File: src/rtl/input_conditioner_pkg.sv
// input_conditioner_pkg
//   Shared constants for the input conditioner: encoder FSM state
//   encodings, colour-index codes and the lowest-set-colour helper.
//   No ports.
package input_conditioner_pkg;

    localparam int NUM_COLOURS = 4;

    typedef logic [1:0] enc_state_t;
    typedef logic [1:0] colour_t;

    // Encoder FSM states. Encoding 2'd3 is unused.
    localparam enc_state_t ENC_IDLE    = 2'd0;
    localparam enc_state_t ENC_HELD    = 2'd1;
    localparam enc_state_t ENC_BLOCKED = 2'd2;

    // Colour-index codes: BTN bit k encodes as colour k.
    localparam colour_t COLOUR_0 = 2'd0;
    localparam colour_t COLOUR_1 = 2'd1;
    localparam colour_t COLOUR_2 = 2'd2;
    localparam colour_t COLOUR_3 = 2'd3;

    // Index of the lowest set bit. Returns COLOUR_0 when none are set;
    // callers only use the result when at least one bit is set.
    function automatic colour_t lowest_colour(input logic [NUM_COLOURS-1:0] bits);
        colour_t idx;
        idx = COLOUR_0;
        for (int i = NUM_COLOURS - 1; i >= 0; i--) begin
            if (bits[i]) idx = colour_t'(i);
        end
        return idx;
    endfunction

endpackage

File: src/rtl/debounce.sv
// debounce
//   Two-flop synchroniser followed by a stable-run counter. The
//   debounced level toggles only after the synchronised input has
//   differed from it for DEBOUNCE_CYCLES consecutive cycles.
// Ports
//   CLK    in   system clock, rising edge
//   RST_N  in   asynchronous active-low reset
//   raw    in   raw asynchronous input
//   level  out  debounced level
module debounce #(
    parameter int DEBOUNCE_CYCLES = 16
) (
    input  logic CLK,
    input  logic RST_N,
    input  logic raw,
    output logic level
);

    localparam int CNT_W = $clog2(DEBOUNCE_CYCLES + 1);
    localparam logic [CNT_W-1:0] CNT_LAST = CNT_W'(DEBOUNCE_CYCLES - 1);

    logic             meta;
    logic             sync;
    logic [CNT_W-1:0] cnt;

    always_ff @(posedge CLK or negedge RST_N) begin
        if (!RST_N) begin
            meta <= 1'b0;
            sync <= 1'b0;
        end else begin
            meta <= raw;
            sync <= meta;
        end
    end

    // The counter tops out at DEBOUNCE_CYCLES-1: the step that would
    // reach DEBOUNCE_CYCLES toggles the level and clears instead.
    always_ff @(posedge CLK or negedge RST_N) begin
        if (!RST_N) begin
            cnt   <= '0;
            level <= 1'b0;
        end else if (sync == level) begin
            cnt <= '0;
        end else if (cnt == CNT_LAST) begin
            cnt   <= '0;
            level <= ~level;
        end else begin
            cnt <= cnt + 1'b1;
        end
    end

endmodule

File: src/rtl/input_conditioner.sv
// input_conditioner
//   Debounces four colour buttons and a start button, then encodes the
//   first accepted colour press into a 2-bit code with a valid flag.
// Ports
//   CLK         in   system clock, rising edge
//   RST_N       in   asynchronous active-low reset (externally synchronised release)
//   BTN[3:0]    in   raw colour buttons, active-high, bit k = colour k
//   BTN_START   in   raw start button, active-high
//   IN[1:0]     out  colour code of the accepted press (held in IDLE/BLOCKED)
//   IN_VALID    out  high while the accepted colour is held
//   START_GAME  out  debounced start level, one register stage later
//
// Encoder FSM
//   state   | meaning
//   IDLE    | waiting for any debounced colour press
//   HELD    | colour latched in IN, IN_VALID high
//   BLOCKED | latched colour released while another is still down; wait for all clear
module input_conditioner
    import input_conditioner_pkg::*;
#(
    parameter int DEBOUNCE_CYCLES = 16
) (
    input  logic       CLK,
    input  logic       RST_N,
    input  logic [3:0] BTN,
    input  logic       BTN_START,
    output logic [1:0] IN,
    output logic       IN_VALID,
    output logic       START_GAME
);

    logic [NUM_COLOURS-1:0] colour_deb;
    logic                   start_deb;
    enc_state_t             state;
    enc_state_t             state_nxt;
    colour_t                in_nxt;

    for (genvar k = 0; k < NUM_COLOURS; k++) begin : g_colour_db
        debounce #(.DEBOUNCE_CYCLES(DEBOUNCE_CYCLES)) u_db (
            .CLK   (CLK),
            .RST_N (RST_N),
            .raw   (BTN[k]),
            .level (colour_deb[k])
        );
    end

    debounce #(.DEBOUNCE_CYCLES(DEBOUNCE_CYCLES)) u_db_start (
        .CLK   (CLK),
        .RST_N (RST_N),
        .raw   (BTN_START),
        .level (start_deb)
    );

    always_comb begin
        state_nxt = state;
        in_nxt    = IN;
        case (state)
            ENC_IDLE: begin
                if (|colour_deb) begin
                    state_nxt = ENC_HELD;
                    in_nxt    = lowest_colour(colour_deb);
                end
            end
            ENC_HELD: begin
                if (!colour_deb[IN]) begin
                    state_nxt = (|colour_deb) ? ENC_BLOCKED : ENC_IDLE;
                end
            end
            ENC_BLOCKED: begin
                if (colour_deb == '0) state_nxt = ENC_IDLE;
            end
            default: state_nxt = ENC_IDLE;
        endcase
    end

    // IN_VALID is registered from the next state so it rises on the
    // same edge that enters HELD.
    always_ff @(posedge CLK or negedge RST_N) begin
        if (!RST_N) begin
            state      <= ENC_IDLE;
            IN         <= COLOUR_0;
            IN_VALID   <= 1'b0;
            START_GAME <= 1'b0;
        end else begin
            state      <= state_nxt;
            IN         <= in_nxt;
            IN_VALID   <= (state_nxt == ENC_HELD);
            START_GAME <= start_deb;
        end
    end

endmodule
File: config.mk
export PLATFORM = sky130hd
export DESIGN_NAME = input_conditioner
export DESIGN_NICKNAME = d
export VERILOG_FILES = /design/src/rtl/input_conditioner_pkg.sv /design/src/rtl/debounce.sv /design/src/rtl/input_conditioner.sv
export SDC_FILE = /design/constraint.sdc
export NUM_CORES = 1
export LEC_CHECK = 0
export BUFFER_PORTS_ARGS = -buffer_cell sky130_fd_sc_hd__buf_2
export CAP_MARGIN = 20
export CORE_ASPECT_RATIO = 0.7
export CORE_MARGIN = 3
export CORE_UTILIZATION = 56
export DETAILED_ROUTE_END_ITERATION = 8
export PLACE_DENSITY = 0.74
export SLEW_MARGIN = 20
export SYNTH_ARGS = -nofsm -noshare
export SYNTH_HDL_FRONTEND = slang
export SYNTH_SLANG_ARGS = --single-unit
File: constraint.sdc
create_clock -name CLK -period 1.9 [get_ports CLK]
set_input_delay 0.38 -clock CLK [delete_from_list [all_inputs] [get_ports CLK]]
set_output_delay 0.38 -clock CLK [all_outputs]
set_load 0.02 [all_outputs]
# == Yosys cells after proc, flatten, opt, wreduce, memory -nomap -nowiden ==
# Cells that the tools add are included.
# op_classes
n_eq_ne,13
bitwise,10
add_sub_neg,5
n_reduce_logical,9
mux,21
magnitude_cmp,1
# op_table
op,n
$mux 5,10
$add 5x1->5 const B,5
$eq 5x4->1 const B,5
$mux 2,8
$reduce_and 2->1,6
$not 1->1,10
$pmux 2 s3,1
$eq 1x1->1,5
$eq 2x1->1 const B,2
$logic_not 4->1,1
$reduce_or 4->1,1
$lt 2x3->1 const B,1
$bmux 1 s2,1
$eq 2x2->1 const B,1
$logic_not 2->1,1
$mux 1,1
# word_totals
input_bits,7
output_inout_bits,4
regBits,46

# == Logic depth before layout (Yosys ltp) ==
# Gate-level depths: netlist (run 1).
# logic_depth
ltp_word,5
mapped_depth,4
ltp_nobuf,4

# == Modules after synthesis ==
# A second synthesis (run 1) with hierarchy kept.
# unflattened
cells_unflattened,136
area_unflattened_um2,1820.5
# by_module_without_submodules
mod,seq_area_each_um2,cells_per_inst,area_each_um2,instances
debounce,200.2,23,311.5,5
input_conditioner,150.1,21,262.8,1

# == Least setup slack after synthesis (run 1) ==
# No wires, ideal clock.
# synth_path
path_kind,flip-flop to flip-flop
startpoint,reg IN[0]
endpoint,reg state[1]
required_time_ps,1805
path_stages_with_launch,4
period_less_slack_ps,1657
setup_slack_ps,243
arrival_ps,1562
setup_ps,95
path_cell_list,dfrtp_1 mux4_2 or4b_1 o31ai_1
# synth_between
elab_chain_len,4
# synth_lines
element,line,source
start: declaration,input_conditioner.sv:27,"output logic [1:0] IN,"
start signal: assignment,input_conditioner.sv:86,IN <= in_nxt;
$bmux 1 s2,input_conditioner.sv:65,if (!colour_deb[IN]) begin
$mux 1 (implied by the code),input_conditioner.sv:65,
$mux 2,input_conditioner.sv:65,
$pmux 2 s3,input_conditioner.sv:57,case (state)
named net state_nxt[1],input_conditioner.sv:35,enc_state_t state_nxt;
end signal: assignment,input_conditioner.sv:85,state <= state_nxt;
end: declaration,input_conditioner.sv:34,enc_state_t state;
# The timed path passes the listed nets, and every way through them passes these cells. The select of a mux whose other input is x is not followed.
# A chain may end at the register's enable or synchronous reset.

# == Worst setup path in the final report (run 1) ==
# Ends and elaborated chain as after synthesis.

==> results of run 1 <==
[report_power, final]
group,switching [W],leakage [nW],internal (W),total [W]
registers,0.0000283,0.607,0.00102,0.00105
clock network,0.000308,0.0714,0.000561,0.000868
logic,0.0000542,0.371,0.0000390,0.0000932
[metrics by stage]
| step | std cells | power, W | setup WS [ns] | utilization, % | hold WS, ns |
|---|---|---|---|---|---|
| finish | 190 | 0.002008 | 0.2834 | 69.23 | 0.08396 |
| global route | 190 | 0.002090 | 0.1900 | 69.23 | 0.1288 |
| CTS | 190 | 0.002033 | 0.2767 | 69.23 | 0.09754 |
| detailed placement | 182 | 0.001162 | 0.3021 | 64.28 | 0.3355 |
| global placement | 182 | 0.001152 | 0.3570 | 64.28 | 0.3321 |
| floorplan | 134 | 0.001112 | 0.2428 | - | 0.08441 |
[final timing paths]
kind,to,slack (ns)
min,g_colour_db[2].u_db.level,0.08
max in group asynchronous,g_colour_db[0].u_db.cnt[0],1.22
min reg2reg,g_colour_db[2].u_db.sync,0.35
max reg2reg,state[1],0.28
min in group CLK,g_colour_db[1].u_db.meta,0.19
max,state[1],0.28
[cells in the mapped netlist]
| library cell | instances |
|---|---|
| nor2_1 | 20 |
| and2_1 | 7 |
| a31o_2 | 2 |
| o21ai_0 | 6 |
| mux4_2 | 1 |
| and3_1 | 5 |
| o31ai_1 | 1 |
| ha_1 | 5 |
| o21a_1 | 1 |
| nand2_1 | 1 |
| nand3_1 | 10 |
| dfrtp_1 | 46 |
| o221a_2 | 1 |
| mux2_2 | 5 |
| nor4_1 | 1 |
| a21oi_1 | 1 |
| nor3_1 | 1 |
| or4b_1 | 1 |
| xor2_1 | 15 |
| inv_1 | 4 |
[registers in the layout, indices dropped and copies added, names as in the netlist]
signal / count
u_db_start.cnt: 5
u_db_start.meta: 1
state: 2
IN: 2
u_db_start.sync: 1
g_colour_db.u_db.level: 4
IN_VALID: 1
u_db_start.level: 1
g_colour_db.u_db.cnt: 20
g_colour_db.u_db.sync: 4
START_GAME: 1
g_colour_db.u_db.meta: 4
[worst max-delay path: cells and delay by family, from the launching register on]
kind,cells,cell delay [ns]
simple gates,1,0.48
compound gates,1,0.08
flops,1,0.42
mux,1,0.55
[metal layers]
metal	share of wire, %	vias to the layer above	track usage (%)
met5	0	-	0
met4	0.98	0	6.442
met3	3.7	4	4.598
met2	49	13	27.84
met1	46	485	20.99
li1	-	488	-
[area by class of cell]
type,instances,share of cell area [%]
clock buffers,6,4.138
inverters,4,0.7524
clock inverters,2,3.009
repair buffers,12,3.260
multi-input cells,84,28.90
well taps,36,2.257
flip-flops and latches,46,57.68
[cell families (layout without fill, tap and decap cells)]
group	after synthesis	in the layout	synth area share (%)
DFF	46	46	66.04
adders and majority gates	5	5	3.589
xor gates and xnor gates	15	15	7.538
muxes	6	6	4.522
and+or+nand+nor	46	46	12.92
AOI/OAI and AO/OA	12	12	4.523
buffers and inverters	4	24	0.8612
==> impl_metrics.json, run 1 <==
{
  "yosysTopAreaCell": "dfrtp_1",
  "yosysSeqAreaShare_pct": 66.04,
  "ant_nets": 0,
  "synthesis.nets": 146,
  "cp_max_fo": 4,
  "synth_cells": 134,
  "wire_per_inst_um": 13.41,
  "grt_pass1_vias": 1077,
  "crit_path_top_delay_cell": "mux4_2",
  "min_period_ns": 1.617,
  "grt_start_max_net_pins": 29,
  "setup_tns_ns": 0,
  "fillers": 217,
  "cts_tree": "built",
  "maxSlewHeadroom_pct": 60.58,
  "synth.distinct_cells": 20,
  "ctsHoldBuffers": 0,
  "drt-vias-per-instance": 5.211,
  "hold_viol_final": 0,
  "slew_violations": 0,
  "netlist_area_sq_mm": 0.001743,
  "rows": 16,
  "crit_required_ns": 2.10,
  "rsz0062_at_grt": "no",
  "cts_resized": 0,
  "crit_path_end_kind": "flop",
  "setup-violations-final": 0,
  "dr.pass1.iters": 4,
  "die_w_um": 72.68,
  "antenna_cells": 0,
  "min_period_over_period_pct": 85.08,
  "critPathKind": "reg2reg",
  "port_buffers": 10,
  "htreeDepth": 2,
  "worst_ep_arrival_time_ns": 1.82,
  "place_congestion": 0.7727,
  "initial_core_util_pct": 60.46,
  "yosys-top-cells-area": "dfrtp_1, xor2_1, nor2_1",
  "dp_hpwl_um": 1841,
  "finalInstanceArea_sq_mm": 0.001996,
  "final_common_cell": "dfrtp_1",
  "clk_pin_slew_worst_paths_ns": 0.08,
  "cts_buffers": 5,
  "wirelength_um": 2547,
  "ios": 11,
  "antenna_found_initial": 0,
  "vdd_ir_drop_max_uv": 536.1,
  "placed_area_sq_mm": 0.001853,
  "cts-root-buf": "clkbuf_8",
  "drc": 0,
  "first_iter_violations": 48,
  "worst_pin_slew_ns": 0.5912,
  "synth-seq-cells": 46,
  "dieArea_sq_mm": 0.003828,
  "area_growth_pct": 14.50,
  "hp-class": "in2async",
  "cts_setup_buffers": 0,
  "multi_input_area_sq_um": 576.8,
  "cts_sinks": 46,
  "fmax_mhz": 618.6,
  "via_count": 990,
  "yosys_warnings": 0,
  "syn_avg_cell_area_sq_um": 13.01,
  "drv_cap": 0,
  "clk_latency_ns": 0.29,
  "reg2regPathDepth": 3,
  "yosysTopAreaCellShare_pct": 66.04,
  "dieHeight_um": 52.68,
  "rr_startpoint": "IN[0]",
  "outcome": "finished, final reports clean",
  "power.density_mw_per_mm2": 1006,
  "startpoint": "IN[0]",
  "gr-total-overflow": 0,
  "grt_pass1_wl_um": 4705,
  "finClkSkew_ns": 0.004541,
  "cp-start-kind": "flop",
  "power_leakage_nw": 1.049,
  "fin_nets": 165,
  "coreArea_sq_mm": 0.002883,
  "drive_gt1_share_pct": 18.83,
  "track_usage_pct": 16.75,
  "final_cell_mix": "dfrtp_1, nor2_1, xor2_1, nand3_1, buf_2",
  "crit_chain": "mux4_2, or4b_1, o31ai_1",
  "seqCellArea_sq_mm": 0.001151,
  "max_stage_delay_ns": 0.55,
  "clockBufferDepth": 2
}
Power figures use the tool's default switching activity.
==> run 2: changes to the inputs <==
--- a/config.mk
+++ b/config.mk
@@ -9,9 +9,9 @@
 export CAP_MARGIN = 20
 export CORE_ASPECT_RATIO = 0.7
 export CORE_MARGIN = 3
-export CORE_UTILIZATION = 56
+export CORE_UTILIZATION = 58
 export DETAILED_ROUTE_END_ITERATION = 8
-export PLACE_DENSITY = 0.74
+export PLACE_DENSITY = 0.77
 export SLEW_MARGIN = 20
 export SYNTH_ARGS = -nofsm -noshare
 export SYNTH_HDL_FRONTEND = slang
==> impl_metrics.json, run 2 (synthesized netlist as in run 1, its figures left out) <==
{
  "outcome": "finished, final reports clean",
  "dieHeight_um": 51.87,
  "rr_startpoint": "IN[0]",
  "antenna_cells": 0,
  "wirelength_um": 2680,
  "die_w_um": 71.52,
  "place_congestion": 0.7480,
  "worst_ep_arrival_time_ns": 1.85,
  "met2WireLength_um": 1315,
  "port_buffers": 10,
  "vdd_ir_drop_max_uv": 677.8,
  "cts_resized": 0,
  "final_common_cell": "dfrtp_1",
  "htreeDepth": 2,
  "crit_path_top_delay_cell": "mux4_2",
  "cp_max_fo": 4,
  "whs_ns": 0.01840,
  "via_count": 993,
  "max_stage_delay_ns": 0.57,
  "dr.pass1.iters": 4,
  "hp-class": "in2async",
  "finClkSkew_ns": 0.005225,
  "reg2regPathDepth": 3,
  "crit_required_ns": 2.11,
  "switchingPower_w": 0.0003900,
  "power_frac_seq_pct": 60.1,
  "intPower_w": 0.001350,
  "drive_gt1_share_pct": 18.18,
  "slew_violations": 0,
  "grt_pass1_wl_um": 4988,
  "initial_core_util_pct": 65.86,
  "antenna_found_initial": 0,
  "path_delay_family": "multiplexers",
  "wire_per_inst_um": 14.26,
  "maxSlewHeadroom_pct": 63.93,
  "cts-root-buf": "clkbuf_8",
  "ant_nets": 0,
  "setup_tns_ns": 0,
  "largestRegisters": "g_colour_db.u_db.cnt x20, u_db_start.cnt x5",
  "wl_met1_um": 1172,
  "drv_cap": 0,
  "min_period_ns": 1.643,
  "ios": 11,
  "power_frac_clock_pct": 34.5,
  "fin_cells": 188,
  "coreArea_sq_mm": 0.002646,
  "power.density_mw_per_mm2": 896.3,
  "hold_viol_final": 0,
  "final_cell_mix": "dfrtp_1, nor2_1, xor2_1, nand3_1, buf_2",
  "swShare_pct": 22.41,
  "critPathKind": "reg2reg",
  "crit_chain": "mux4_2, or4b_1, o31ai_1",
  "rr_endpoint": "state[1]",
  "gr-total-overflow": 0,
  "dp_hpwl_um": 1891,
  "cts_setup_buffers": 0,
  "first_iter_violations": 45,
  "area_growth_pct": 11.41,
  "cp_num_buf_inv": 0,
  "startpoint": "IN[0]",
  "clockBufferDepth": 2,
  "rsz0062_at_grt": "no",
  "clk_latency_ns": 0.30,
  "largest_reg_flops": 20,
  "crit_path_end_kind": "flop",
  "drt-vias-per-instance": 5.282,
  "cp-start-kind": "flop",
  "top_layer": "met4",
  "track_usage_pct": 18.64,
  "rows": 15,
  "dieArea_sq_mm": 0.003709,
  "power_leakage_nw": 1.026,
  "drc": 0,
  "fmax_mhz": 608.7,
  "worst_pin_slew_ns": 0.5361,
  "min_period_over_period_pct": 86.46,
  "grt_pass1_vias": 1088,
  "cts_tree": "built",
  "setup-violations-final": 0,
  "wl_met3_um": 139,
  "cts_sinks": 46,
  "regMostFlops": "g_colour_db.u_db.cnt",
  "r2r_setup_slack_ns": 0.26,
  "clk_pin_slew_worst_paths_ns": 0.08,
  "fin_nets": 165,
  "grt_start_max_net_pins": 22,
  "ctsHoldBuffers": 0,
  "cts_buffers": 5,
  "placedCellCount": 180,
  "power.share.combinational_pct": 5.4
}
## run 2: cell types whose count changed in the layout (fill, tap and decap cells not counted)
cell | previous run | this run
clkbuf_1 | 0 | 1
bufinv_16 | 2 | 0
clkinv_2 | 0 | 1
## run 2: worst max-delay path by stage
stage | depth (start not counted) | to | slack [ns]
2_1_floorplan | 3 | state[1] | 0.24
3_3_place_gp | 3 | state[1] | 0.36
3_5_place_dp | 3 | state[1] | 0.29
4_1_cts | 3 | state[1] | 0.27
5_1_grt | 3 | state[1] | 0.21
6_report | 3 | state[1] | 0.26
## run 2: layout make-up
cell class | count | area, sq um
inverters | 4 | 15.01
clock buffers | 7 | 86.33
fillers | 172 | 704.4
flip-flops and latches | 46 | 1151
clock inverters | 1 | 5.005
multi-input cells | 84 | 576.8
repair buffers | 12 | 65.06
well taps | 34 | 42.54
## run 2: metal layers
metal  vias to the layer above  global-route usage [%]
li1                        489                       -
met1                       478                   23.35
met2                        20                   27.90
met3                         6                   8.880
met4                         0                   7.813
met5                         -                       0
## run 2: power by group through the flow
stage / registers, W / clock network (W) / logic [W]
4_1_cts: 0.00105 / 0.000614 / 0.0000971
3_5_place_dp: 0.00107 / 0 / 0.0000960
6_report: 0.00105 / 0.000600 / 0.0000940
5_1_grt: 0.00105 / 0.000665 / 0.000114
3_3_place_gp: 0.00106 / 0 / 0.0000895
2_1_floorplan: 0.00106 / 0 / 0.0000489
## run 2: stage by stage
step / total power (W) / util, % / cell area [sq um] / setup slack, ns
6_report: 0.001740 / 73.38 / 1942 / 0.2572
5_1_grt: 0.001831 / 73.38 / 1942 / 0.2068
4_1_cts: 0.001758 / 73.38 / 1942 / 0.2657
3_5_place_dp: 0.001161 / 69.93 / 1851 / 0.2854
3_3_place_gp: 0.001152 / 69.93 / 1851 / 0.3563
2_1_floorplan: 0.001112 / - / 1743 / 0.2428
